--- config.mk ---
export PLATFORM = sky130hd
export DESIGN_NAME = spm_burst_ctrl
export DESIGN_NICKNAME = d
export VERILOG_FILES = /design/src/rtl/spm_burst_ctrl.sv
export SDC_FILE = /design/constraint.sdc
export NUM_CORES = 1
export LEC_CHECK = 0
export ABC_CLOCK_PERIOD_IN_PS = 3650
export BUFFER_PORTS_ARGS = -buffer_cell sky130_fd_sc_hd__buf_4
export CORE_MARGIN = 1
export CORE_UTILIZATION = 54
export CTS_CLUSTER_SIZE = 28
export DETAILED_ROUTE_END_ITERATION = 10
export PLACE_DENSITY = 0.87
export SETUP_SLACK_MARGIN = 0.15
export SYNTH_ARGS = -nofsm -noshare
export SYNTH_HDL_FRONTEND = slang
export SYNTH_SLANG_ARGS = --single-unit
export TNS_END_PERCENT = 5
--- constraint.sdc ---
create_clock -name clk -period 3.65 [get_ports clk]
set_clock_uncertainty 0.1 [all_clocks]
set_input_delay 0.73 -clock clk [delete_from_list [all_inputs] [get_ports clk]]
set_output_delay 0.73 -clock clk [all_outputs]
set_load 0.03 [all_outputs]
--- src/rtl/spm_burst_ctrl.sv ---
// Burst front-end for one scratchpad port: write beats in, read beats out.
// Optional bounds rejection when SPM_BOUNDS_CHECK_EN is defined.
module spm_burst_ctrl #(
  parameter int ADDR_W     = 32,
  parameter int DATA_W     = 32,
  parameter int MEMSIZE_KB = 128,
  parameter int LEN_W      = 8
) (
  input  logic              clk,
  input  logic              rst,
  input  logic              req_valid,
  output logic              req_ready,
  input  logic              req_write,
  input  logic [ADDR_W-1:0] req_addr,
  input  logic [LEN_W-1:0]  req_len,
  input  logic              wr_valid,
  output logic              wr_ready,
  input  logic [DATA_W-1:0] wr_data,
  output logic              rd_valid,
  input  logic              rd_ready,
  output logic [DATA_W-1:0] rd_data,
  output logic              rd_last,
  output logic              done,
  output logic              busy,
  output logic              err,
  output logic              mem_en,
  output logic              mem_we,
  output logic [ADDR_W-1:0] mem_addr,
  output logic [DATA_W-1:0] mem_din,
  input  logic [DATA_W-1:0] mem_dout
);

  localparam int MEM_WORDS = MEMSIZE_KB * 1024 / 4;
  localparam logic [ADDR_W-1:0] LAST_WORD = ADDR_W'(MEM_WORDS - 1);

  typedef enum logic [1:0] {IDLE, WRITE, READ, DRAIN} state_t;

  state_t            state, state_n;
  logic [ADDR_W-1:0] cur, cur_n;
  logic [LEN_W-1:0]  len, cnt;
  logic              inflight, inflight_last;
  logic [DATA_W-1:0] fdata [2];
  logic [1:0]        flast;
  logic              wp, rp;
  logic [1:0]        fcnt, outstanding;
  logic              done_q, err_q, done_n;
  logic              accept, reject, beat, issue, pop, last_beat, drained;

  assign accept    = req_valid && (state == IDLE);
  assign last_beat = (cnt == len);
  assign cur_n     = (cur == LAST_WORD) ? '0 : cur + 1'b1;
  assign pop       = rd_valid && rd_ready;
  assign outstanding = fcnt + {1'b0, inflight};
  assign drained   = (fcnt == 2'd0) && !inflight;

`ifdef SPM_BOUNDS_CHECK_EN
  logic [ADDR_W:0] span;
  assign span   = {1'b0, req_addr} + (ADDR_W+1)'(req_len);
  assign reject = accept && (span > (ADDR_W+1)'(MEM_WORDS - 1));
`else
  assign reject = 1'b0;
`endif

  always_comb begin
    state_n   = state;
    req_ready = 1'b0;
    wr_ready  = 1'b0;
    mem_en    = 1'b0;
    mem_we    = 1'b0;
    mem_addr  = '0;
    mem_din   = '0;
    beat      = 1'b0;
    issue     = 1'b0;
    unique case (state)
      IDLE: begin
        req_ready = 1'b1;
        if (req_valid && !reject)
          state_n = req_write ? WRITE : READ;
      end
      WRITE: begin
        wr_ready = 1'b1;
        if (wr_valid) begin
          beat     = 1'b1;
          mem_en   = 1'b1;
          mem_we   = 1'b1;
          mem_addr = cur;
          mem_din  = wr_data;
          if (last_beat) state_n = IDLE;
        end
      end
      READ: begin
        // A same-cycle pop frees a slot, keeping 1 beat/cycle at 2 deep
        if (outstanding < 2'd2 || (outstanding == 2'd2 && pop)) begin
          issue    = 1'b1;
          mem_en   = 1'b1;
          mem_addr = cur;
          if (last_beat) state_n = DRAIN;
        end
      end
      DRAIN: begin
        if (drained) state_n = IDLE;
      end
    endcase
  end

  assign done_n = (beat && last_beat) || ((state == DRAIN) && drained) || reject;

  always_ff @(posedge clk) begin
    if (rst) begin
      state         <= IDLE;
      cur           <= '0;
      len           <= '0;
      cnt           <= '0;
      inflight      <= 1'b0;
      inflight_last <= 1'b0;
      flast         <= '0;
      wp            <= 1'b0;
      rp            <= 1'b0;
      fcnt          <= '0;
      done_q        <= 1'b0;
      err_q         <= 1'b0;
    end else begin
      state         <= state_n;
      done_q        <= done_n;
      err_q         <= reject;
      inflight      <= issue;
      inflight_last <= issue && last_beat;
      if (accept && !reject) begin
        cur <= req_addr;
        len <= req_len;
        cnt <= '0;
      end else if (beat || issue) begin
        cur <= cur_n;
        cnt <= cnt + 1'b1;
      end
      if (inflight) begin
        flast[wp] <= inflight_last;
        wp        <= ~wp;
      end
      if (pop) rp <= ~rp;
      fcnt <= fcnt + {1'b0, inflight} - {1'b0, pop};
    end
  end

  always_ff @(posedge clk) begin
    if (inflight) fdata[wp] <= mem_dout;
  end

  assign rd_valid = (fcnt != 2'd0);
  assign rd_data  = fdata[rp];
  assign rd_last  = rd_valid && flast[rp];
  assign done     = done_q;
  assign err      = err_q;
  assign busy     = (state != IDLE);

endmodule

==> results.cfg <==
[synth]
synth.top_cells.by_area = edfxtp_1 31%, dfxtp_1 20%, and3_1 7.3%, mux2_2 6.0%, nand2_1 4.9%
async_flop_share = 0
ys_ff_latch = 124
synth_most_common_cell = nand2_1
synth-main-ff-cell = edfxtp_1
yosys_warnings = 0
synth_top_area_frac = 0.313
synth_top_area_cell = edfxtp_1
synth_edf_count = 64
postSynthAreaPerCell_um2 = 9.88
seq_area_frac_synth = 0.508
netlist_area_um2 = 6150
synth.distinct_cells = 54
syn_nets = 740
synthTopCellsByCount = 81 x nand2_1, 72 x and3_1, 64 x edfxtp_1
syn_inst = 622

[worst_setup_path]
critPathArrivalTime_ns = 2.48
path_cells = ha_1, nand2b_1, a221o_1, nand2_1, buf_4, and3_1, buf_4
worst_path_max_delay_cell = a221o_1
worstSetupStartpointType = flop
slowest_delay_ns = 0.40
cp_max_fo = 43
cp_common_cell = buf_4
required_ns = 2.82
critPathKind = reg -> out
cp-end-kind = output pin

[sta]
finalCritPeriodShare = 0.906
tightest_slew_ns = 1.19
max_slew_margin = 0.204
finalSetupTns_ns = 0
rsz0062_at_grt = no
finalCriticalPeriod_ns = 3.31
drv_slew = 0
finalSetupViolCount = 0
clock.fmax_mhz = 303
hold_viol_final = 0

[floorplan]
die_area_um2 = 11800
num_rows = 38
die_h_um = 109
coreArea_um2 = 11000
die_w_um = 109
ios = 215
start_util = 0.560

[clocking]
cts_root_buf = clkbuf_16
post_cts_buffers = 0
cts_buffers = 17
path_clk_slew_ns = 0.06
clk_path_buf_depth = 2
cts_resized = 0
cts_sinks = 124
cts_max_level = 4
clk_latency_ns = 0.41
cts_tree = built
cts_hold_buf = 0

[min_path]
hold_path.class = reg -> reg

[global_routing]
grt_pass1_vias = 5203
grtUsageTotal = 0.289
grt_pass1_wl_um = 26300
grt_max_degree = 51
grt_overflow = 0
antenna_found_initial = 0

[power_and_ir_drop]
p_switching_mw = 2.27
clockPowerShare = 0.276
p_seq_frac = 0.335
power_leakage_nw = 3.67
pwr-share-comb = 0.388
switching_share = 0.390
pwr_density_cell_nw_per_um2 = 694
intPower_mw = 3.55
peakVddDrop_uv = 493

[final_layout]
insertedDiodeCount = 0
nFillCells = 752
fin_nets = 938
drive_gt1_frac = 0.351
areaGrowthSynthToFinish_pct = 36.5
final_area_um2 = 8390

[placement]
place_area_um2 = 7820
dp_hpwl_um = 11500
gp_congestion = 0.884
port_buffers = 213

[detailed_routing]
ant_nets = 0
post_drt_via_cell_ratio = 5.71
first_pass_iters = 7
wirelength_um = 16900
drtIter0Drc = 360
wl_per_cell_um = 17.4
drcViolationCount = 0
vias = 5546

[run]
maxCapViolations = 0

[outcome]
status = finished, final reports clean
==> metal layers <==
layer	vias to the layer above	global-route usage	routed length, um
met3	39	0.0622	1490
met2	291	0.490	8250
met5	-	0	0
met4	0	0.107	370
li1	2663	-	-
met1	2553	0.360	6840
==> sequential cells by signal (all words and copies together), names as in the netlist, named ones only <==
name,cells
done,1
inflight_last,1
cnt,8
fcnt,2
state,2
len,8
rp,1
fdata,64
cur,32
flast,2
wp,1
inflight,1
==> layout make-up <==
class	count	area, um2	area share
multi-input cells	444	2800	0.334
flip-flops and latches	124	3120	0.372
clock buffers	17	425	0.0507
clock inverters	14	146	0.0175
well taps	140	175	0.0209
inverters	12	45.0	0.00537
repair buffers	221	1670	0.199
==> through the flow <==
step	worst slack [ns]	hold WS (ns)	total power, mW	std cells	utilization
2_1_floorplan	0.874	0.348	3.44	622	-
3_3_place_gp	0.811	0.361	4.11	941	0.712
3_5_place_dp	0.731	0.361	4.19	941	0.712
4_1_cts	0.344	0.373	5.82	972	0.764
5_1_grt	0.221	0.397	6.08	972	0.764
6_report	0.344	0.374	5.82	972	0.764
==> kinds of logic after synthesis <==
logic type / after synthesis / share of synthesized area
AOI/OAI and AO/OA: 82 / 0.0867
other: 1 / 0.000610
xor gates and xnor gates: 30 / 0.0428
muxes: 37 / 0.0670
adders and majority gates: 8 / 0.0163
buffers and inverters: 54 / 0.0362
and+or+nand+nor: 286 / 0.242
DFF: 124 / 0.508
==> worst max-delay path: cells and delay by family, from the launching register on <==
kind,cells,cell delay [ns]
adders and majority gates,1,0.31
buffers and inverters,2,0.51
DFF,1,0.34
and+or+nand+nor,3,0.50
AOI/OAI and AO/OA,1,0.40
==> power groups by stage <==
stage | Clock [mW] | Sequential [mW] | Combinational [mW]
finish | 1.61 | 1.95 | 2.26
global route | 1.67 | 1.98 | 2.43
CTS | 1.62 | 1.94 | 2.25
detailed placement | 0 | 1.96 | 2.23
global placement | 0 | 1.95 | 2.15
floorplan | 0 | 1.87 | 1.56
==> path summary, 6_finish.rpt <==
path | to | from | slack [ns] | depth (start not counted)
setup / recovery | mem_addr[30] | inflight$_SDFF_PP0_ | 0.34 | 7
hold / removal | len[6]$_SDFFE_PP0P_ | len[6]$_SDFFE_PP0P_ | 0.37 | 2
setup reg to reg | cur[24]$_SDFFE_PP0P_ | cur[0]$_SDFFE_PP0P_ | 0.90 | 7
hold reg to reg | len[6]$_SDFFE_PP0P_ | len[6]$_SDFFE_PP0P_ | 0.37 | 2
==> cell usage in the layout, fill, tap and decap left out, drive strengths merged, types with 14 or more instances in the layout <==
master | netlist | routed
dfxtp | 60 | 60
buf | 12 | 221
clkbuf | 30 | 17
nand4 | 16 | 16
inv | 12 | 14
nor2 | 31 | 31
and3 | 72 | 72
a21oi | 17 | 17
xor2 | 18 | 18
a31oi | 20 | 20
nand3 | 30 | 30
nand2 | 81 | 81
o21ai | 20 | 20
nor3 | 18 | 18
edfxtp | 64 | 64
mux2 | 33 | 33
Note: power is estimated with default switching activity, not from simulation.
